## src/rtl/s444_bist_pkg.sv

```systemverilog
// Shared types and helpers for the s444 BIST sequencer: FSM state encoding,
// the 16-bit polynomial used by both the pattern LFSR and the MISR, and seed fixup.
package s444_bist_pkg;

  localparam int SIG_W = 16;

  // Taps at bits 15, 13, 12 and 10.
  localparam logic [SIG_W-1:0] POLY16 = 16'hB400;

  typedef enum logic [2:0] {
    IDLE   = 3'd0,
    FLUSH  = 3'd1,
    RUN    = 3'd2,
    DRAIN  = 3'd3,
    DONE_S = 3'd4
  } state_e;

  // An all-zero seed would lock the LFSR, so it is replaced by 1.
  function automatic logic [SIG_W-1:0] seed_fix(input logic [SIG_W-1:0] s);
    return (s == '0) ? {{(SIG_W-1){1'b0}}, 1'b1} : s;
  endfunction

  function automatic logic [SIG_W-1:0] lfsr_step(input logic [SIG_W-1:0] x);
    return {x[SIG_W-2:0], ^(x & POLY16)};
  endfunction

endpackage

```

## src/rtl/bist_lfsr16.sv

```systemverilog
// 16-bit shift register used both as the pattern LFSR (xor_i tied 0) and as the
// output-compacting MISR. Load has priority over shift.
module bist_lfsr16
  import s444_bist_pkg::*;
#(
  parameter logic [SIG_W-1:0] RST_VAL = '0
) (
  input  logic             clk_i,
  input  logic             rst_ni,
  input  logic             load_i,
  input  logic [SIG_W-1:0] load_val_i,
  input  logic             en_i,
  input  logic [SIG_W-1:0] xor_i,
  output logic [SIG_W-1:0] q_o
);

  logic [SIG_W-1:0] state_q;
  logic [SIG_W-1:0] state_d;

  always_comb begin
    state_d = state_q;
    if (load_i) begin
      state_d = load_val_i;
    end else if (en_i) begin
      state_d = lfsr_step(state_q) ^ xor_i;
    end
  end

  always_ff @(posedge clk_i) begin
    if (!rst_ni) begin
      state_q <= RST_VAL;
    end else begin
      state_q <= state_d;
    end
  end

  assign q_o = state_q;

endmodule

```

## src/rtl/s444_bist_ctrl.sv

```systemverilog
// BIST sequencer for the s444 core: flush, PAT_CNT LFSR patterns, MISR compaction
// and golden compare. Optional ABORT input enabled by defining S444_BIST_ABORT_EN.
module s444_bist_ctrl
  import s444_bist_pkg::*;
#(
  parameter int               N_IN      = 3,
  parameter int               N_OUT     = 6,
  parameter int               PAT_CNT   = 256,
  parameter int               FLUSH_CYC = 2,
  parameter logic [N_IN-1:0]  FLUSH_VEC = 3'b001,
  parameter logic [SIG_W-1:0] SEED      = 16'hACE1
) (
  input  logic             CLOCK,
  input  logic             RESET_N,
  input  logic             START,
  input  logic [SIG_W-1:0] GOLDEN,
  input  logic [N_OUT-1:0] CUT_OUT,
`ifdef S444_BIST_ABORT_EN
  input  logic             ABORT,
`endif
  output logic [N_IN-1:0]  CUT_IN,
  output logic             BUSY,
  output logic             DONE,
  output logic             PASS,
  output logic [SIG_W-1:0] SIGNATURE,
  output state_e           DBG_STATE
);

  localparam int PC_W = $clog2(PAT_CNT + 1);
  localparam int FC_W = $clog2(FLUSH_CYC + 1);
  localparam logic [PC_W-1:0]  PAT_LAST   = PC_W'(PAT_CNT - 1);
  localparam logic [FC_W-1:0]  FLUSH_LAST = FC_W'(FLUSH_CYC - 1);
  localparam logic [SIG_W-1:0] SEED_FIX   = seed_fix(SEED);

  state_e           state_q, state_d;
  logic [PC_W-1:0]  pat_cnt_q, pat_cnt_d;
  logic [FC_W-1:0]  flush_cnt_q, flush_cnt_d;
  logic [N_IN-1:0]  cut_in_q, cut_in_d;
  logic             busy_q, done_q;
  logic [SIG_W-1:0] lfsr_q;
  logic [SIG_W-1:0] misr_q;
  logic             abort_w, abort_hit;
  logic             busy_state;
  logic             lfsr_load, lfsr_en, misr_load, misr_en;

`ifdef S444_BIST_ABORT_EN
  assign abort_w = ABORT;
`else
  assign abort_w = 1'b0;
`endif

  assign busy_state = (state_q == FLUSH) || (state_q == RUN) || (state_q == DRAIN);
  assign abort_hit  = abort_w && busy_state;

  always_comb begin
    state_d     = state_q;
    pat_cnt_d   = pat_cnt_q;
    flush_cnt_d = flush_cnt_q;
    unique case (state_q)
      IDLE, DONE_S: begin
        if (START) begin
          state_d     = FLUSH;
          flush_cnt_d = '0;
        end
      end
      FLUSH: begin
        if (flush_cnt_q == FLUSH_LAST) begin
          state_d   = RUN;
          pat_cnt_d = '0;
        end else begin
          flush_cnt_d = flush_cnt_q + FC_W'(1);
        end
      end
      RUN: begin
        if (pat_cnt_q == PAT_LAST) begin
          state_d = DRAIN;
        end else begin
          pat_cnt_d = pat_cnt_q + PC_W'(1);
        end
      end
      DRAIN:   state_d = DONE_S;
      default: state_d = IDLE;
    endcase
    if (abort_hit) begin
      state_d = IDLE;
    end

    // CUT_IN is registered, so it is built from the value the LFSR will hold next cycle.
    cut_in_d = '0;
    if (state_d == FLUSH) begin
      cut_in_d = FLUSH_VEC;
    end else if (state_d == RUN) begin
      cut_in_d = (state_q == RUN) ? N_IN'(lfsr_step(lfsr_q)) : SEED_FIX[N_IN-1:0];
    end
  end

  assign lfsr_load = (state_q == FLUSH);
  assign lfsr_en   = (state_q == RUN);
  assign misr_load = (state_q == FLUSH);
  // The core answers one cycle late, so capture runs from the second RUN cycle through DRAIN.
  assign misr_en   = (((state_q == RUN) && (pat_cnt_q != '0)) || (state_q == DRAIN)) && !abort_hit;

  always_ff @(posedge CLOCK) begin
    if (!RESET_N) begin
      state_q     <= IDLE;
      pat_cnt_q   <= '0;
      flush_cnt_q <= '0;
      cut_in_q    <= '0;
      busy_q      <= 1'b0;
      done_q      <= 1'b0;
    end else begin
      state_q     <= state_d;
      pat_cnt_q   <= pat_cnt_d;
      flush_cnt_q <= flush_cnt_d;
      cut_in_q    <= cut_in_d;
      busy_q      <= (state_d == FLUSH) || (state_d == RUN) || (state_d == DRAIN);
      done_q      <= (state_d == DONE_S);
    end
  end

  bist_lfsr16 #(
    .RST_VAL (SEED_FIX)
  ) u_pat_lfsr (
    .clk_i      (CLOCK),
    .rst_ni     (RESET_N),
    .load_i     (lfsr_load),
    .load_val_i (SEED_FIX),
    .en_i       (lfsr_en),
    .xor_i      ({SIG_W{1'b0}}),
    .q_o        (lfsr_q)
  );

  bist_lfsr16 #(
    .RST_VAL ({SIG_W{1'b0}})
  ) u_misr (
    .clk_i      (CLOCK),
    .rst_ni     (RESET_N),
    .load_i     (misr_load),
    .load_val_i ({SIG_W{1'b0}}),
    .en_i       (misr_en),
    .xor_i      ({{(SIG_W-N_OUT){1'b0}}, CUT_OUT}),
    .q_o        (misr_q)
  );

  assign CUT_IN    = cut_in_q;
  assign BUSY      = busy_q;
  assign DONE      = done_q;
  // Combinational so a GOLDEN change while parked in DONE_S is reflected immediately.
  assign PASS      = done_q && (misr_q == GOLDEN);
  assign SIGNATURE = misr_q;
  assign DBG_STATE = state_q;

endmodule

```

## config.mk

```make
export PLATFORM = sky130hd
export DESIGN_NAME = s444_bist_ctrl
export DESIGN_NICKNAME = d
export VERILOG_FILES = /design/src/rtl/s444_bist_pkg.sv /design/src/rtl/bist_lfsr16.sv /design/src/rtl/s444_bist_ctrl.sv
export SDC_FILE = /design/constraint.sdc
export NUM_CORES = 1
export LEC_CHECK = 0
export ABC_AREA = 1
export CAP_MARGIN = 20
export CORE_MARGIN = 10
export CORE_UTILIZATION = 54
export CTS_CLUSTER_DIAMETER = 50
export DETAILED_ROUTE_END_ITERATION = 16
export HOLD_SLACK_MARGIN = 0.02
export PLACE_DENSITY = 0.91
export SYNTH_ARGS = -nofsm -noshare
export SYNTH_HDL_FRONTEND = slang
export SYNTH_HIERARCHICAL = 1
export SYNTH_SLANG_ARGS = --single-unit
export TNS_END_PERCENT = 5
```

## constraint.sdc

```tcl
create_clock -name CLOCK -period 2.05 [get_ports CLOCK]
set_input_delay 0.615 -clock CLOCK [delete_from_list [all_inputs] [get_ports CLOCK]]
set_output_delay 0.615 -clock CLOCK [all_outputs]
set_load 0.005 [all_outputs]
```

==> out/summary.md, run 1 <==
Summing over every cut layer, the via total after detailed routing is 3131. The clock tree buffer depth came out at 2. The share of the synthesized area in the top cell type came out at 33.8%. Clock tree synthesis selected as its root buffer the cell sky130_fd_sc_hd__clkbuf_8. The count of buffers inserted at the top-level ports was 49. The number of setup buffers added after CTS is 0. In this run, synthesis inferred 0 flip-flops with an integrated enable. The dominant cell type by area after synthesis was sky130_fd_sc_hd__dfxtp_1.

The number of CTS-inserted buffers is 5. The detail route stage leaves a number of antenna-violating nets equal to 0. Element type at the critical path end: an output pin. The core region area came out at 0.00547 mm2. Max capacitance violation total: 0.

The cell count after synthesis came out at 431. The finished cells cover 0.00399 mm2. In this run the count of I/O pins placed on the die edge is 50. STA puts the critical path data required time at 1430 ps. Measured along the y axis, the die boundary spans 94.8 um. The synthesized area per cell was 7.01 um2. Summing the areas of all compound-gate instances in the mapped netlist gives 11.6% of the synthesized area.

Row generation in the floorplan step produced 27 rows. The synthesized netlist devotes 31.2% of its cell area to simple gates. Post-layout net count: 584. Combinational share of power: 26.4%. Final hold analysis gives a worst-case slack of 470 ps. The remaining max-slew budget at the tightest pin is 64.6%. STA classifies the critical path startpoint as an input pin.

The count of pins over their slew limit is 0. Across every metal layer, demand over resource in global routing totals 17.7%. Of all flip-flops after synthesis, the portion carrying an async set or reset was 0%. Sequential cells burn 45.9% of the power. At the pin with the least slew margin, the transition time is 530 ps. The cell area after technology mapping was 0.00302 mm2. The commonest cells after synthesis are sky130_fd_sc_hd__nand2_1 (132), sky130_fd_sc_hd__dfxtp_1 (51), sky130_fd_sc_hd__inv_1 (42). The total iterations of the first detailed-routing run is 5, and the starting density of the core is 55.2%. The area growth from synthesis to final layout came out at 32.0%. The adder and majority gate portion of the synthesized area was 1.66%; the post-detailed-routing wire length was 7.89 mm. The tools report the via count of the first global-routing pass as 2954. Routability-driven placement finished with a final weighted congestion of 0.863. The flow ran to the end, and the final reports show no timing, DRC or antenna violations. After legalization and detailed placement, the total HPWL measured 5.98 mm.

The floorplan die width is 94.8 um, and the number of antenna violations at the first check in global routing is 0. Sequential cells were found to cover 33.8% of the synthesized design area. The slack of the worst reg-to-reg path is 110 ps. Global routing finished with a remaining overflow of 0.

After detailed routing, the number of remaining DRC violations is 0. In the final routed layout, each cell accounts on average for 12.6 um. The portion of synthesized area spent on multiplexers is 0%. After layout, the worst path uses 99.3% of the clock period.

In the post-synthesis netlist, the cell with the most instances is sky130_fd_sc_hd__nand2_1. The tools report the clock latency of the later-clocked register in the worst-skew pair as 310 ps. The full die area was 0.00899 mm2; the clock tree skew after final layout was 8.57 ps.

The smallest clock period supported by the final layout is computed as 2040 ps. The hold-fix buffer count after cts is 0, and the net switching fraction of the power is 30.6%. Setup violation total in the final timing report: 0.

Clock group share of total power: 27.7%. Number of violations reported at the end of detailed-routing iteration 0: 202. The total power after layout is 2.49 mW, and the maximum fanout count along the critical path is 1. Summing the areas of all xor and xnor instances in the mapped netlist gives 13.3% of the synthesized area. The antenna diode instance count was 0; the data arrival time at the worst-slack endpoint was 1420 ps. The post-synthesis cell type count is 33, and the wire length of the first global-routing pass is 13.2 mm. After detailed placement, the design holds a cell count of 620.

For the cell leakage power, the log shows 1.79 nW. The setup path with the least slack is of type input pin to output pin. Using the TritonRoute via totals, the vias-per-cell ratio works out to 4.99.

Internal power comes to 1.73 mW. After detailed placement, the total cell area comes to 0.00390 mm2. The number of failing hold endpoints at the final stage was 0.

In this run the worst hold path is classified as flip-flop to flip-flop. The worst-case IR drop observed on VDD is 419 uV. The power density over the cells came out at 623 mW/mm2. The largest family of logic cells by synthesized area is simple AND/OR/NAND/NOR gates. Entering global routing, the biggest net connects 17 pins. The reported net switching power is 0.760 mW.

The clock tree synthesis step divided the H-tree into 2 levels. Setup repair after global routing could not meet its margin everywhere. In this run, synthesis produced a sequential element count of 51. Clock-pin slew was measured on the worst setup and hold paths at 90 ps. TritonCTS built the clock tree. Static timing analysis puts the maximum clock frequency at 491 MHz. The number of clock sinks was 51. Ranked by total cell area, the synthesized netlist is headed by sky130_fd_sc_hd__dfxtp_1 (34%), sky130_fd_sc_hd__nand2_1 (16%), sky130_fd_sc_hd__xor2_1 (11%), sky130_fd_sc_hd__inv_1 (5.2%), sky130_fd_sc_hd__a31oi_1 (5.2%). The post-route netlist has 13.3% of its cells at a drive strength greater than 1. Yosys printed 6 warnings. The tools report the post-layout instance count excluding filler cells as 627. Among all flip-flop cells after synthesis, the most frequent one is sky130_fd_sc_hd__dfxtp_1.
-- layout make-up --
| class | instances | area, um2 |
|---|---|---|
| multi-input cells | 382 | 2010 |
| fillers | 430 | 1480 |
| flip-flops and latches | 51 | 1020 |
| repair buffers | 71 | 593 |
| inverters | 44 | 165 |
| well taps | 72 | 90.1 |
| clock buffers | 6 | 72.6 |
| clock inverters | 1 | 30.0 |
-- metal layers --
metal | vias to the layer above | track usage, % | routed length [um]
met3 | 18 | 3.81 | 711
li1 | 1573 | - | -
met4 | 0 | 5.61 | 132
met5 | - | 0 | 0
met2 | 121 | 30.6 | 3800
met1 | 1419 | 21.2 | 3250
-- sequential cells by signal, indices dropped and copies added, names as in the netlist --
register / cells
BUSY: 1
CUT_IN: 3
DBG_STATE: 3
DONE: 1
flush_cnt_q: 2
pat_cnt_q: 9
u_misr/q_o: 16
u_pat_lfsr/q_o: 16
-- power by group through the flow --
stage,Clock (mW),Combinational [mW],Sequential (mW)
after floorplan,0,0.407,1.16
after global placement,0,0.623,1.15
after detailed placement,0,0.648,1.16
after CTS,0.703,0.654,1.14
after global routing,0.726,0.739,1.15
final,0.687,0.657,1.14
-- worst max-delay path, cell delays in order --
cell                       delay [ps]
sky130_fd_sc_hd__clkbuf_2          90
sky130_fd_sc_hd__xor2_1           160
sky130_fd_sc_hd__nor3_1           200
sky130_fd_sc_hd__nand3_1          110
sky130_fd_sc_hd__nor2_1           110
sky130_fd_sc_hd__buf_2            120
-- placed cells by master, fill, tap and decap left out, types with 4 or more instances in the layout --
cell type | synthesis | final
sky130_fd_sc_hd__a21oi_1 | 19 | 19
sky130_fd_sc_hd__a31oi_1 | 25 | 25
sky130_fd_sc_hd__buf_2 | 2 | 4
sky130_fd_sc_hd__buf_4 | 5 | 22
sky130_fd_sc_hd__clkbuf_2 | 0 | 9
sky130_fd_sc_hd__clkbuf_8 | 0 | 5
sky130_fd_sc_hd__clkdlybuf4s50_1 | 0 | 32
sky130_fd_sc_hd__conb_1 | 2 | 60
sky130_fd_sc_hd__dfxtp_1 | 51 | 48
sky130_fd_sc_hd__inv_1 | 42 | 40
sky130_fd_sc_hd__inv_2 | 2 | 4
sky130_fd_sc_hd__nand2_1 | 132 | 131
sky130_fd_sc_hd__nand2_2 | 3 | 4
sky130_fd_sc_hd__nand3_1 | 29 | 27
sky130_fd_sc_hd__nand4_1 | 4 | 4
sky130_fd_sc_hd__nor2_1 | 25 | 25
sky130_fd_sc_hd__nor2_4 | 6 | 6
sky130_fd_sc_hd__o21ai_0 | 8 | 5
sky130_fd_sc_hd__xnor2_1 | 7 | 4
sky130_fd_sc_hd__xor2_1 | 39 | 39
-- kinds of logic (layout without fill, tap and decap cells) --
kind of cell	count (synthesis)	count (layout)
compound gates	60	60
xor+xnor	46	46
fa+ha+maj	4	4
buf+inv	56	122
flops	51	51
other cells	2	60
simple gates	212	212
-- final timing paths --
path	depth (start not counted)	start	to
setup / recovery	6	GOLDEN[14]	PASS
hold / removal	2	pat_cnt_q[8]$_SDFFE_PN0P_	pat_cnt_q[8]$_SDFFE_PN0P_
setup reg to reg	9	pat_cnt_q[0]$_SDFFE_PN0P_	pat_cnt_q[2]$_SDFFE_PN0P_
hold reg to reg	2	pat_cnt_q[8]$_SDFFE_PN0P_	pat_cnt_q[8]$_SDFFE_PN0P_
-- timing repair --
item	4_1_cts	5_1_grt
pin swaps	21	17
endpoints found under the hold margin	0	0
gates resized for setup	51	23
endpoints found under the setup margin	1	6
-- stage by stage --
stage / utilization, % / worst slack, ps / setup TNS, ps
after global routing: 72.9 / -27.0 / -44.0
final: 72.9 / 13.5 / 0
after detailed placement: 71.3 / -685 / -685
after CTS: 73.5 / 1.56 / 0
after floorplan: - / 315 / 0
after global placement: 71.3 / -656 / -656
Note: power is estimated with default switching activity, not from simulation.
==> run 2, diff against run 1 <==
==> constraint.sdc (replaced) <==
create_clock -name CLOCK -period 2.05 [get_ports CLOCK]
set_input_delay 0.41 -clock CLOCK [delete_from_list [all_inputs] [get_ports CLOCK]]
set_output_delay 0.41 -clock CLOCK [all_outputs]
set_load 0.005 [all_outputs]
==> out/summary.md, run 2 (synthesis results as in run 1) <==
Starting density of the core: 55.2% (unchanged). The total stage count of the critical path was 8 (+2); the worst IR drop on VDD was 631 uV (+51%). Worst setup slack before clock tree synthesis: -252 ps (+433 ps). The post-layout net count was 577 (-1.2%). The final global-route overflow total is 0 (unchanged). The run gives 2 (unchanged) as the clock tree buffer depth. The run gives 0.905 (+4.9%) as the final estimated routing congestion in global placement. The maximum clock rate is 512 MHz (+4.3%), and the area growth from synthesis to final layout is 30.9%. TritonCTS built the clock tree.

The class of the most critical setup path was input pin to output pin. In the layout the commonest cells are sky130_fd_sc_hd__nand2_1 (132), sky130_fd_sc_hd__conb_1 (60), sky130_fd_sc_hd__dfxtp_1 (50), sky130_fd_sc_hd__clkdlybuf4s50_1 (48), sky130_fd_sc_hd__inv_1 (42). The minimum clock period is 1950 ps (-83.3 ps).

The element type at the critical path end is an output pin. The logs give 64.8% (+0.23 points) for the remaining max-slew budget at the tightest pin and 0 (unchanged) for the antenna diode instance count. The height of the chip was 94.8 um (unchanged); the layout cell share with drive strength beyond 1 was 8.38% (-5.0 points).

The logs give 96.8 ps (+83.3 ps) for the setup slack of the critical path after layout and 3020 (-3.5%) for the routed via count. The count of buffers inserted at the top-level ports came out at 49 (unchanged). The run gives 0 (unchanged) as the number of antenna violations at the first check in global routing. The library cell contributing the largest single delay on the critical path is sky130_fd_sc_hd__clkdlybuf4s50_1.

The critical path ends at PASS. The tools report the setup violation total in the final timing report as 0 (unchanged). The power density over the cells is 607 mW/mm2 (-2.6%). The largest net degree at the start of global routing is 17 (unchanged), and the layout filler cell count is 422 (-1.9%). Clock latency of the later-clocked register in the worst-skew pair: 310 ps (about the same).

The run finished with clean final reports. The run gives 0 (unchanged) as the remaining number of nets flagged by the antenna check after routing. Grouping stages by cell kind, the critical path spends the most delay in buffers and inverters. The run gives 182 (-9.9%) as the number of violations reported at the end of detailed-routing iteration 0. Critical path buffer and inverter count: 3 (+1). The number of clock sinks came out at 51 (unchanged).

The delay of the slowest critical-path stage works out to 460 ps (+260 ps). The critical path starts at GOLDEN[10]. The number of H-tree levels is 2 (unchanged).

The floorplan die width was 94.8 um (unchanged); the number of cells after detailed placement was 613 (-1.1%). The clock tree skew after final layout is 6.21 ps (-2.36 ps). The cell leakage power was 1.73 nW (-3.4%); the top-level I/O count was 50 (unchanged). STA classifies the critical path startpoint as an input pin.

Number of CTS-inserted buffers: 5 (unchanged). Setup repair after global routing could not meet its margin everywhere. The full die area was 0.00899 mm2 (unchanged); the number of failing hold endpoints at the final stage was 0 (unchanged). The tightest min-delay check is of the flip-flop to flip-flop type. For the slack of the worst reg-to-reg path, the log shows 170 ps (+60 ps).

Critical register-to-register path startpoint: pat_cnt_q[0]$_SDFFE_PN0P_. The total iterations of the first detailed-routing run came out at 4 (-1). The critical path goes through clkdlybuf4s50_1 > inv_1 > or2_2 > nand3_1 > nor2_1 > nand3_1 > nor2_1 > clkbuf_2.

The clock transition at the register clock pins on the worst setup and hold paths after CTS came out at 100 ps (about the same). The ratio of final minimum period to clock period came out at 95.3% (-4.1 points). The maximum fanout count along the critical path works out to 2 (+1). The via count of the first global-routing pass was 2960 (+0.20%); the post-detailed-routing wire length was 7.52 mm (-4.7%).

In this run the clock root is driven by a sky130_fd_sc_hd__clkbuf_8. The core region area is 0.00547 mm2 (unchanged). The logs give 471 ps (+0.972 ps) for the post-route worst hold slack and 27 (unchanged) for the row count.

In this run the critical register-to-register path is captured at pat_cnt_q[6]$_SDFFE_PN0P_. The run gives 0 (unchanged) as the count of unresolved DRC violations after routing. The data required time at the worst endpoint was 1640 ps (+210 ps); the aggregate global-route resource usage was 16.9% (-0.72 points). The tools report the count of pins over their slew limit as 0 (unchanged).

Most common cell after layout, fill and taps aside: sky130_fd_sc_hd__nand2_1. The sum of net half-perimeters after detailed placement is 5.59 mm (-6.5%), and the wire length of the first global-routing pass is 12.7 mm (-3.9%). The tools report the post-layout instance count excluding filler cells as 621 (-0.96%). The detailed-route wire length per cell is 12.1 um (-3.8%).

Number of vias per cell: 4.86 (-2.6%). The max capacitance violation total was 0 (unchanged). The data arrival time at the worst-slack endpoint was 1540 ps (+120 ps); the worst reg-to-reg path cell count was 10 (+1). The slew at the pin closest to its max-slew limit came out at 527 ps (-3.39 ps).
==> run 2: how the worst min path moves through the flow <==
stage	cells after the start	to	slack (ps)	startpoint
4_1_cts	2	pat_cnt_q[8]$_SDFFE_PN0P_	470	pat_cnt_q[8]$_SDFFE_PN0P_
3_3_place_gp	2	pat_cnt_q[8]$_SDFFE_PN0P_	460	pat_cnt_q[8]$_SDFFE_PN0P_
5_1_grt	1	pat_cnt_q[0]$_SDFFE_PN0P_	490	pat_cnt_q[0]$_SDFFE_PN0P_
3_5_place_dp	2	pat_cnt_q[8]$_SDFFE_PN0P_	460	pat_cnt_q[8]$_SDFFE_PN0P_
2_1_floorplan	2	CUT_IN[1]$_SDFF_PP0_	440	u_pat_lfsr/q_o[0]$_SDFFE_PN1P_
6_report	2	CUT_IN[2]$_SDFF_PP0_	470	u_pat_lfsr/q_o[1]$_SDFFE_PN0P_
==> run 2: repair_timing <==
item                                    in CTS  in global routing
hold buffers                                 0                  0
pin swaps                                    1                  4
endpoints found under the setup margin       1                  6
cloned                                       0                  0
buffers inserted                             0                  0
resized for setup                            2                  4
==> run 2: report_power, final <==
part,internal [mW],switching (mW)
registers,1.07,0.0787
clock network,0.276,0.347
logic,0.291,0.340
==> run 2: final cells by class <==
| type | instances | area (um2) | area share [%] |
|---|---|---|---|
| Multi-Input combinational cell | 382 | 1980 | 50.1 |
| Sequential cell | 51 | 1020 | 25.8 |
| Timing Repair Buffer | 64 | 598 | 15.1 |
| Inverter | 44 | 165 | 4.17 |
| Tap cell | 72 | 90.1 | 2.28 |
| Clock buffer | 6 | 82.6 | 2.09 |
| Clock inverter | 2 | 16.3 | 0.411 |
==> run 2: stage by stage <==
stage                     power [mW]  TNS [ps]  util, %  area [um2]
final                           2.40         0     72.3        3960
after floorplan                 1.57         0        -        3240
after CTS                       2.41         0     72.2        3950
after detailed placement        1.79      -252     70.4        3850
after global routing            2.55     -26.7     72.3        3960
after global placement          1.76      -252     70.4        3850
==> run 2: per-layer routing <==
| layer | global-route usage [%] | wire [um] | vias to the layer above |
|---|---|---|---|
| met4 | 5.49 | 87 | 0 |
| met2 | 29.7 | 3630 | 81 |
| li1 | - | - | 1557 |
| met5 | 0 | 0 | - |
| met1 | 19.5 | 3220 | 1372 |
| met3 | 4.36 | 574 | 10 |
==> run 2: tightest hold or removal path: stages, from the launching register on <==
cell	delay, ps
sky130_fd_sc_hd__dfxtp_1	340
sky130_fd_sc_hd__inv_1	60
sky130_fd_sc_hd__nor4_1	40
